===== config.mk =====
export PLATFORM = sky130hd
export DESIGN_NAME = bp_history_checkpoint_ctrl
export DESIGN_NICKNAME = d
export VERILOG_FILES = /design/src/rtl/bp_history_checkpoint_ctrl.sv
export SDC_FILE = /design/constraint.sdc
export NUM_CORES = 1
export LEC_CHECK = 0
export BUFFER_PORTS_ARGS = -buffer_cell sky130_fd_sc_hd__clkbuf_2
export CAP_MARGIN = 5
export CORE_MARGIN = 1.5
export CORE_UTILIZATION = 50
export DETAILED_ROUTE_END_ITERATION = 8
export PLACE_DENSITY = 0.74
export SLEW_MARGIN = 20
export SYNTH_ARGS = -nofsm -noshare
export SYNTH_HDL_FRONTEND = slang
export SYNTH_SLANG_ARGS = --single-unit

===== constraint.sdc =====
create_clock -name clk -period 10.3 [get_ports clk]
set_clock_uncertainty 0.05 [all_clocks]
set_input_delay 2.06 -clock clk [delete_from_list [all_inputs] [get_ports clk]]
set_output_delay 2.06 -clock clk [all_outputs]
set_load 0.01 [all_outputs]

===== src/rtl/bp_history_checkpoint_ctrl.sv =====
// Sequences the global branch-history register: forwards fetch predictions as same-cycle shift commands and checkpoints pre-shift history per in-flight branch.
// Resolves in program order; a mispredict flushes every checkpoint and issues a restore (snapshot + actual outcome) combinationally.
module bp_history_checkpoint_ctrl #(
  parameter int DEPTH  = 8,
  parameter int TAG_W  = 3,
  parameter int HIST_W = 32
) (
  input  logic              clk,
  input  logic              areset,
  input  logic              pred_valid,
  input  logic              pred_taken,
  output logic              pred_ready,
  output logic [TAG_W-1:0]  pred_tag,
  input  logic [HIST_W-1:0] cur_history,
  input  logic              resolve_valid,
  input  logic              resolve_taken,
  output logic              resolve_ready,
  output logic              hist_predict_valid,
  output logic              hist_predict_taken,
  output logic              hist_train_mispredicted,
  output logic              hist_train_taken,
  output logic [HIST_W-1:0] hist_train_history,
  output logic [TAG_W:0]    inflight_count,
  output logic [15:0]       mispredict_count
);

  localparam logic [TAG_W:0] FULL = (TAG_W+1)'(DEPTH);

  logic [HIST_W-1:0] snapshot [DEPTH];
  logic [DEPTH-1:0]  pred_dir;
  logic [TAG_W-1:0]  head;
  logic [TAG_W-1:0]  tail;
  logic [TAG_W:0]    count;
  logic              res_fire;
  logic              mispredict;
  logic              pred_fire;

  assign pred_ready    = (count != FULL);
  assign resolve_ready = (count != '0);
  assign res_fire      = resolve_valid & resolve_ready;
  assign mispredict    = res_fire & (resolve_taken != pred_dir[head]);
  assign pred_fire     = pred_valid & pred_ready & ~mispredict;

  assign pred_tag       = tail;
  assign inflight_count = count;

  // Unqualified command payloads are forced to zero so the history register sees clean buses.
  assign hist_predict_valid      = pred_fire;
  assign hist_predict_taken      = pred_fire & pred_taken;
  assign hist_train_mispredicted = mispredict;
  assign hist_train_taken        = mispredict & resolve_taken;
  assign hist_train_history      = mispredict ? snapshot[head] : '0;

  // Slot contents need no reset: they are only read while count marks them valid.
  always_ff @(posedge clk) begin
    if (pred_fire) begin
      snapshot[tail] <= cur_history;
      pred_dir[tail] <= pred_taken;
    end
  end

  always_ff @(posedge clk or posedge areset) begin
    if (areset) begin
      head             <= '0;
      tail             <= '0;
      count            <= '0;
      mispredict_count <= '0;
    end else if (mispredict) begin
      tail  <= head;
      count <= '0;
      if (mispredict_count != 16'hFFFF) begin
        mispredict_count <= mispredict_count + 16'd1;
      end
    end else begin
      if (res_fire) begin
        head <= head + TAG_W'(1);
      end
      if (pred_fire) begin
        tail <= tail + TAG_W'(1);
      end
      if (pred_fire && !res_fire) begin
        count <= count + (TAG_W+1)'(1);
      end else if (res_fire && !pred_fire) begin
        count <= count - (TAG_W+1)'(1);
      end
    end
  end

endmodule

# [After elaboration in Yosys (flattened, before gate mapping)]
# Memory sizes are Yosys's and may differ from the RTL's.
# Index checks and enable logic that the tools add are counted.
[classes] n_reduce_logical=10 n_eq_ne=3 n_lt_le_gt_ge=3 n_addsub=5 mux=13 n_bitwise=7
[ops] operator="2-to-1 mux 32 bit" count=1
[ops] operator="adder 16 x 1 -> 16 bit, second input constant" count=1
[ops] operator="inequality test 16 bit, second input constant" count=1
[ops] operator="2-to-1 mux 4 bit" count=3
[ops] operator="bitwise mux 8 bit" count=1
[ops] operator="< comparator 3 x 4 -> 1 bit, second input constant" count=2
[ops] operator="adder 3 x 1 -> 3 bit, second input constant" count=2
[ops] operator="bitwise AND 1 bit" count=6
[ops] operator="2-to-1 mux 3 bit" count=2
[ops] operator="adder 4 x 1 -> 4 bit, second input constant" count=1
[ops] operator="2-to-1 mux 1 bit" count=4
[ops] operator="inequality test 4 bit, second input constant" count=1
[ops] operator="AND reduction 2 bit" count=2
[ops] operator="nonzero test 4 bit" count=1
[ops] operator="subtractor 4 x 1 -> 4 bit, second input constant" count=1
[ops] operator="binary-select mux 1 bit (select 3 bit)" count=1
[ops] operator="demux 1 bit (select 3 bit)" count=1
[ops] operator="greater-or-equal comparator 3 x 1 -> 1 bit, second input constant" count=1
[ops] operator="logical AND 1 bit" count=3
[ops] operator="nonzero test 3 bit" count=1
[ops] operator="logical NOT 1 bit" count=2
[ops] operator="nonzero test 2 bit" count=1
[ops] operator="inequality test 1 bit" count=1
[ops] operator="inverter 1 bit" count=1
[word_totals] input_bits=38 ff_bits=34 mem_bits_rw=256 word_cells=47 output_inout_bits=61 mem_count=1
[mem_list] memory="snapshot" depth=8 width=32 rd=1 rd_clocked_by_memory_dff=0 wr=1 line_no="29" source="logic [HIST_W-1:0] snapshot [DEPTH];"

# [Longest topological paths before layout]
# Gate-level depths: netlist of the first run.
[depth] depth_word=11 depth_mapped=11 mapped_depth_nobuf=10

# [Worst setup path before layout of the first run]
# OpenSTA, ideal clock, no wires.
[synth_timing] path_kind="input to register" startpoint="input resolve_taken" endpoint="register pred_dir[0], enable pin" path_buffers=0 path_slack_ns=3.862 arrival_time_ns=5.882 stages=5 setup_time_ns=0.506 path_cell_list="inv_1 and3_2 o21ai_2 nand2_1 nor4_1"
[synth_between] elab_chain_len=4
[synth_rtl] item="start: declaration" line_no="16" source="input logic resolve_taken,"
[synth_rtl] item="inequality test 1 bit" line_no="41" source="assign mispredict = res_fire & (resolve_taken != pred_dir[head]);"
[synth_rtl] item="bitwise AND 1 bit" line_no="41"
[synth_rtl] item="inverter 1 bit (no line)"
[synth_rtl] item="bitwise AND 1 bit" line_no="42" source="assign pred_fire = pred_valid & pred_ready & ~mispredict;"
[synth_rtl] item="end signal: indexed assignment" line_no="58" source="pred_dir[tail] <= pred_taken;"
[synth_rtl] item="end: declaration" line_no="30" source="logic [DEPTH-1:0] pred_dir;"
# No other way between the ends.
# A chain may end at the register's enable or synchronous reset.

# [Worst setup path in the final report of the first run]
[layout_timing] startpoint="input resolve_taken" endpoint="output hist_predict_valid"
[layout_between] elab_chain_len=4
[layout_rtl] item="inequality test 1 bit" line_no="41"
[layout_rtl] item="bitwise AND 1 bit" line_no="41"
[layout_rtl] item="inverter 1 bit (no line)"
[layout_rtl] item="bitwise AND 1 bit" line_no="42"
[layout_rtl] item="end: declaration" line_no="18" source="output logic hist_predict_valid,"
# No other way between the ends.

==> impl_results.md, run 1 <==
- Clk Latency, worst-skew pair: 0.54 ns
- Final Hold Viols: 0
- Io pins: 99
- Cells after DPL: 947
- Wire per inst: 22.3 µm
- Combinational share of power: 27.6%
- Worst endpoint required time: 8.19 ns
- Via density: 5.76
- NumNets Final: 738
- Count leader, synth: edfxtp_1
- Worst hold path depth: 1
- CP delay by family, top: buffers and inverters
- Register area share after synthesis: 74.4%
- GPL Wtd Cong: 0.779
- CP Launch Point: resolve_taken
- Drt pass-1 iters: 4
- Post-route setup TNS: 0 ns
- Post-Syn Instances: 581
- Share of cells above drive strength 1: 33.3%
- Reg-to-Reg Start: head[1]
- Ys Warns: 0
- Die width: 155 µm
- Max_slew headroom: 32.4%
- Unrepaired setup endpoints after global routing: no
- Global route overflow: 0
- CTS Sinks: 290
- Final cycle utilization of the critical path: 56.0%
- Root buffer cell: clkbuf_16
- First-pass GRT wire length: 34400 µm
- Final setup fails: 0
- Fin cells: 999
- CP Capture Type: primary output
- Yosys top cell by area: edfxtp_1
- Placement row count: 55
- Crit path depth: 8
- DRC: 0
- Vias: 5757
- Antenna Nets Post-Route: 0
- Post-synth EDFFs: 264
- Hold-fix buffers, CTS: 0
- Pwr dens: 271 nW/µm²
- Crit path cell chain: clkbuf_2, inv_1, and3_2, o21ai_4, buf_4, nand2_1, inv_1, clkbuf_2
- CP max stage cell: buf_4
- Fillers: 1628
- Critical Path AT: 3.66 ns
- Worst path bufs/invs: 5
- Synth Area per Inst: 19.9 µm²
- Switch share: 30.0%
- Starting Density: 51.0%
- Ys flop type: edfxtp_1
- Critical R2R Capture: snapshot[1][12]
- Total CTS buffers: 30
- Seq cells post-synth: 290
- Max VDD drop: 0.000160 V
- Post_cts resized: 0
- Max Cap Viol: 0
- Psw: 1.08 mW
- Largest net degree at the start of global routing: 72
- Internal power: 2.52 mW
- Initial antenna violation count: 1
- Ys async rst share: 8.97%
- Die area: 24000 µm²
- Clock Power Share: 27.2%
- Synth area leaders: edfxtp_1, mux4_2, dfrtp_1
- P&R area growth vs syn: 15.2%
- Hold Path Class: reg -> reg
- Status: complete, no violations
- R2R cell count: 8
- Synthesized area: 11500 µm²
- CTS tree: yes
- Minimum clock period: 5.77 ns
- Dpl hpwl: 12000 µm
- Setup Fix Bufs, Post-CTS: 0
- Flop-to-flop setup slack: 6.36 ns
- Slew Limit Fails: 0
- Syn nets: 625
- Fmax: 173 MHz
- CP Class: in -> out
- Post-synth top cells: edfxtp_1, mux4_2, nor2_1
- ANT cells: 0
- Core Area: 22600 µm²
- Worst-margin pin slew: 1.01 ns
- Synth unique cells: 47
- Chip Height: 155 µm
- Worst-path maximum fanout: 44
- Top cell type's share of synthesized area: 68.7%
- Worst Setup Start Kind: input port
- Number of global-route vias before repair: 6074
- Final WL: 22200 µm
- CP Capture Point: hist_predict_valid
- GRT Util Overall: 19.0%
- P_leak: 4.68 nW
- Sequential Power Share: 45.2%
- Clock buffer depth: 3
- Clock Pin Slew Worst Setup and Hold Paths: 0.06 ns
- # H-tree levels: 1
- Number of buffers added on ports: 98
- Util after Layout: 58.7%
- Initial drt markers: 414
- CP max stage delay: 0.49 ns
-- sequential cells by signal, indices dropped and copies added, names as in the netlist --
register	count
mispredict_count	16
inflight_count	4
head	3
pred_tag	3
pred_dir	8
snapshot	256
-- logic make-up after synthesis --
group	count (synthesis)	share of synthesized area, %
buffers and inverters	35	1.42
adder cells (fa/ha/maj)	6	0.716
flip-flops	290	74.4
AND/OR/NAND/NOR	111	4.69
multiplexers	105	16.2
AO/OA/AOI/OAI	14	1.14
XOR/XNOR	20	1.52
-- area by class of cell --
class                           instances  area (µm²)  share of cell area [%]
Clock buffer                           39         806                    6.06
Clock inverter                         13        88.8                   0.668
Inverter                                7        26.3                   0.198
Multi-Input combinational cell        256        2850                    21.5
Sequential cell                       290        8590                    64.6
Tap cell                              285         357                    2.68
Timing Repair Buffer                  109         573                    4.31
-- per-layer routing --
layer  routed length [µm]  global-route usage, %  share of wire (%)  vias up
met2                11300                   32.6                 51      173
met5                   11                      0              0.049        -
met1                 9310                   25.2                 42     2993
met3                 1280                   3.59                5.7       30
met4                  336                   5.08                1.5        2
li1                     -                      -                  -     2559
-- worst register-to-register path: cells and delay by family, from the launching register on --
family / cells / cell delay, ns
AND/OR/NAND/NOR: 4 / 1.21
flip-flops: 1 / 1.07
AO/OA/AOI/OAI: 2 / 0.22
buffers and inverters: 2 / 1.01
-- worst min-delay path by stage --
stage / to / start / slack [ns]
finish: mispredict_count[11] / mispredict_count[11] / 0.46
global route: mispredict_count[11] / mispredict_count[11] / 0.47
CTS: mispredict_count[11] / mispredict_count[11] / 0.45
detailed placement: mispredict_count[11] / mispredict_count[11] / 0.45
global placement: mispredict_count[11] / mispredict_count[11] / 0.43
floorplan: mispredict_count[11] / mispredict_count[11] / 0.48
-- cell usage in the layout, fill, tap and decap left out, types with 5 or more instances in the layout --
cell and count:
xnor2_1 12, nor2_1 44, dfrtp_1 23, mux2i_1 36, ha_1 5, edfxtp_1 264, clkbuf_1 8, inv_1 5
mux4_2 64, clkbuf_2 98, clkinv_1 7, buf_4 11, xor2_1 8, nand2_1 16, nand3_1 10, clkbuf_16 31
nor4_1 5, nand4_1 5
-- power groups by stage --
stage,clock network [mW],logic (mW),registers [mW]
after floorplan,0,0.791,1.56
after global placement,0,0.991,1.64
after detailed placement,0,1.01,1.66
after CTS,1.00,1.01,1.64
after global routing,1.05,1.08,1.66
final,0.980,0.993,1.63
-- metrics by stage --
stage	power, mW	area, µm²	hold WS (ns)	setup WS (ns)
3_5_place_dp	2.66	12400	0.446	4.56
4_1_cts	3.65	13300	0.453	4.55
3_3_place_gp	2.63	12400	0.430	4.62
6_report	3.60	13300	0.456	4.53
2_1_floorplan	2.35	11500	0.475	3.86
5_1_grt	3.78	13300	0.470	4.41
No activity file was read; power rests on OpenSTA's default activity.
==> inputs of run 2 (changes only) <==
Settings changed: ABC_AREA set to 1.
Clock period 10.3 ns to 5.4 ns, I/O delays scaled along.
==> run 2 against run 1 <==
  * Die area is 4.7% higher
  * Sequential share of layout area fell by 2.4 points
  * Worst setup slack worse by 3.7 ns
  * Routed wire length increased by 13%
  * Critical endpoint is now hist_predict_taken
  * Hold slack improved by 0.021 ns
  * Largest cell class unchanged
  * Sequential cell count unchanged
==> impl_results.md, run 2 <==
- Status: complete, no violations
- Vias: 7842 (+36%)
- Total CTS buffers: 29 (-3.3%)
- Count leader, synth: nand2_1
- Syn nets: 1033 (+65%)
- Ys Warns: 0 (unchanged)
- Chip Height: 158 µm (+2.3%)
- Fillers: 1875 (+15%)
- Die width: 158 µm (+2.3%)
- Minimum clock period: 4.61 ns
- Starting Density: 51.2% (+0.22 points)
- Critical Path AT: 3.48 ns (-0.18 ns)
- Max_slew headroom: 34.1% (+1.8 points)
- Post-Syn Instances: 989 (+70%)
- Top cell type's share of synthesized area: 65.6% (-3.1 points)
- Number of buffers added on ports: 98 (unchanged)
- Most common library cell in the layout ignoring fill and taps: nand2_1
- Slew Limit Fails: 0 (unchanged)
- Ys async rst share: 8.97% (unchanged)
- Io pins: 99 (unchanged)
- Via density: 5.53 (-4.0%)
- Top reg by flops: snapshot
- Placement row count: 56 (+1.8%)
- Post-synth top cells: nand2_1, edfxtp_1, a21oi_1
- Ys flop type: edfxtp_1
- Antenna Nets Post-Route: 0 (unchanged)
- Crit path cell chain: inv_4, nand2_1, nand3_1, nand3_2, nand3_1, nand3_4, nand2_1, nor2_1, clkbuf_2
- Commonest non-fill, non-tap cells in the layout: nand2_1, edfxtp_1, a21oi_1, clkbuf_2, nor2_1
- Synth area leaders: edfxtp_1, nand2_1, dfrtp_1
- Initial antenna violation count: 0 (-1)
- Final cycle utilization of the critical path: 85.4%
- Yosys top cell by area: edfxtp_1
- Final Hold Viols: 0 (unchanged)
- Share of cells above drive strength 1: 17.0% (-16 points)
- Synth unique cells: 31 (-34%)
- Fmax: 217 MHz
- Number of global-route vias before repair: 7441 (+23%)
- Unrepaired setup endpoints after global routing: no
- Hold-fix buffers, CTS: 0 (unchanged)
- Worst-path maximum fanout: 59 (+34%)
- Initial drt markers: 640 (+55%)
- Final setup fails: 0 (unchanged)
- First-pass GRT wire length: 39600 µm (+15%)
- Total power: 7.29 mW (+100%)
- Clock buffer depth: 3 (unchanged)
- Wire per inst: 17.8 µm (-20%)
- Seq cells post-synth: 290 (unchanged)
- CTS Sinks: 290 (unchanged)
- CP max stage cell: dfrtp_4
- CP delay by family, top: simple AND/OR/NAND/NOR gates
- Synth Area per Inst: 12.2 µm² (-38%)
- Largest net degree at the start of global routing: 87 (+21%)
- DRC: 0 (unchanged)
- CP Class: reg -> out
- Root buffer cell: clkbuf_16
- Die area: 25100 µm² (+4.7%)
- Pwr dens: 528 nW/µm² (+95%)
- ANT cells: 0 (unchanged)
- Largest register FFs: 256 (unchanged)
- GRT Util Overall: 20.3% (+1.3 points)
- Drt pass-1 iters: 5 (+1)
- Final WL: 25200 µm (+13%)
- Global route overflow: 0 (unchanged)
- Post_cts resized: 0 (unchanged)
- NumNets Final: 1120 (+52%)
- Biggest regs: snapshot x256, mispredict_count x16, pred_dir x8
- Clk Latency, worst-skew pair: 0.55 ns (about the same)
- Worst endpoint required time: 4.27 ns (-3.92 ns)
- P_leak: 5.18 nW (+11%)
- Clock Pin Slew Worst Setup and Hold Paths: 0.06 ns (about the same)
- Worst-margin pin slew: 0.982 ns (-0.0325 ns)
- Setup Fix Bufs, Post-CTS: 0 (unchanged)
- # H-tree levels: 1 (unchanged)
- Dpl hpwl: 13900 µm (+16%)
- Max VDD drop: 0.000314 V (+96%)
- Worst path bufs/invs: 2 (-3)
- Post-synth EDFFs: 264 (unchanged)
- GPL Wtd Cong: 0.826 (+6.0%)
- P&R area growth vs syn: 14.2%
- CP Capture Type: primary output
- Hold Path Class: reg -> reg
- CTS tree: yes
- Register area share after synthesis: 71.0% (-3.4 points)
- Synthesized area: 12100 µm² (+4.8%)
- CP max stage delay: 0.71 ns (+0.22 ns)
- Core Area: 23600 µm² (+4.3%)
- Max Cap Viol: 0 (unchanged)
- Worst Setup Start Kind: flop
- Post-route setup TNS: 0 ns (unchanged)
run 2: changes by cell type after synthesis, sizes merged, moves of 30 or more:
cell   delta
mux2i    -36
a21oi    +93
mux4     -64
a32o     +32
nand3    +30
a22oi    +31
inv      +33
nand2   +255
o21ai    +38
run 2: logic make-up after synthesis:
group / count (synthesis) / synth area share (%)
xor+xnor: 18 / 1.30
buf+inv: 98 / 3.74
flops: 290 / 71.0
fa+ha+maj: 6 / 0.683
compound gates: 202 / 10.4
simple gates: 375 / 12.9
run 2: worst min-delay path: cells and delay by family, from the launching register on:
kind             cells  cell delay, ns
flip-flops           1            0.38
AND/OR/NAND/NOR      2            0.11
run 2: per-layer routing:
| layer | GRT usage, % | vias up | wire length (µm) |
|---|---|---|---|
| met5 | 0 | - | 0 |
| met4 | 5.25 | 0 | 403 |
| met3 | 3.16 | 40 | 1700 |
| met2 | 34.0 | 265 | 12300 |
| met1 | 28.0 | 3816 | 10800 |
| li1 | - | 3721 | - |
run 2: stage by stage:
step,cells,worst slack [ns],cell area (µm²),util [%],hold slack (ns)
2_1_floorplan,989,1.08,12100,-,0.482
3_3_place_gp,1364,1.41,12900,54.5,0.439
3_5_place_dp,1364,1.35,12900,54.5,0.456
4_1_cts,1418,0.749,13800,58.5,0.471
5_1_grt,1418,0.510,13800,58.5,0.509
6_report,1418,0.786,13800,58.5,0.477
run 2: layout make-up:
| cell class | instances | area (µm²) | share of cell area [%] |
|---|---|---|---|
| Multi-Input combinational cell | 601 | 3110 | 22.5 |
| Clock inverter | 23 | 209 | 1.51 |
| Tap cell | 319 | 399 | 2.89 |
| Sequential cell | 290 | 8580 | 62.2 |
| Clock buffer | 31 | 733 | 5.31 |
| Inverter | 40 | 153 | 1.11 |
| Timing Repair Buffer | 114 | 623 | 4.51 |
run 2: final timing paths:
check / to / startpoint / depth (start not counted) / slack (ns)
min in group asynchronous: mispredict_count[15] / areset / 2 / 0.56
worst max-delay path: hist_predict_taken / head[0] / 9 / 0.79
worst max register to register: snapshot[3][24] / head[0] / 10 / 1.45
worst min register to register: mispredict_count[15] / mispredict_count[15] / 2 / 0.48
worst min-delay path: mispredict_count[15] / mispredict_count[15] / 2 / 0.48
max in group asynchronous: head[0] / areset / 2 / 4.21
run 2: report_power, final:
part           leakage, nW  switching [mW]  internal [mW]
registers             2.73           0.176           2.77
logic                 1.98            1.60          0.784
clock network        0.464           0.833           1.13
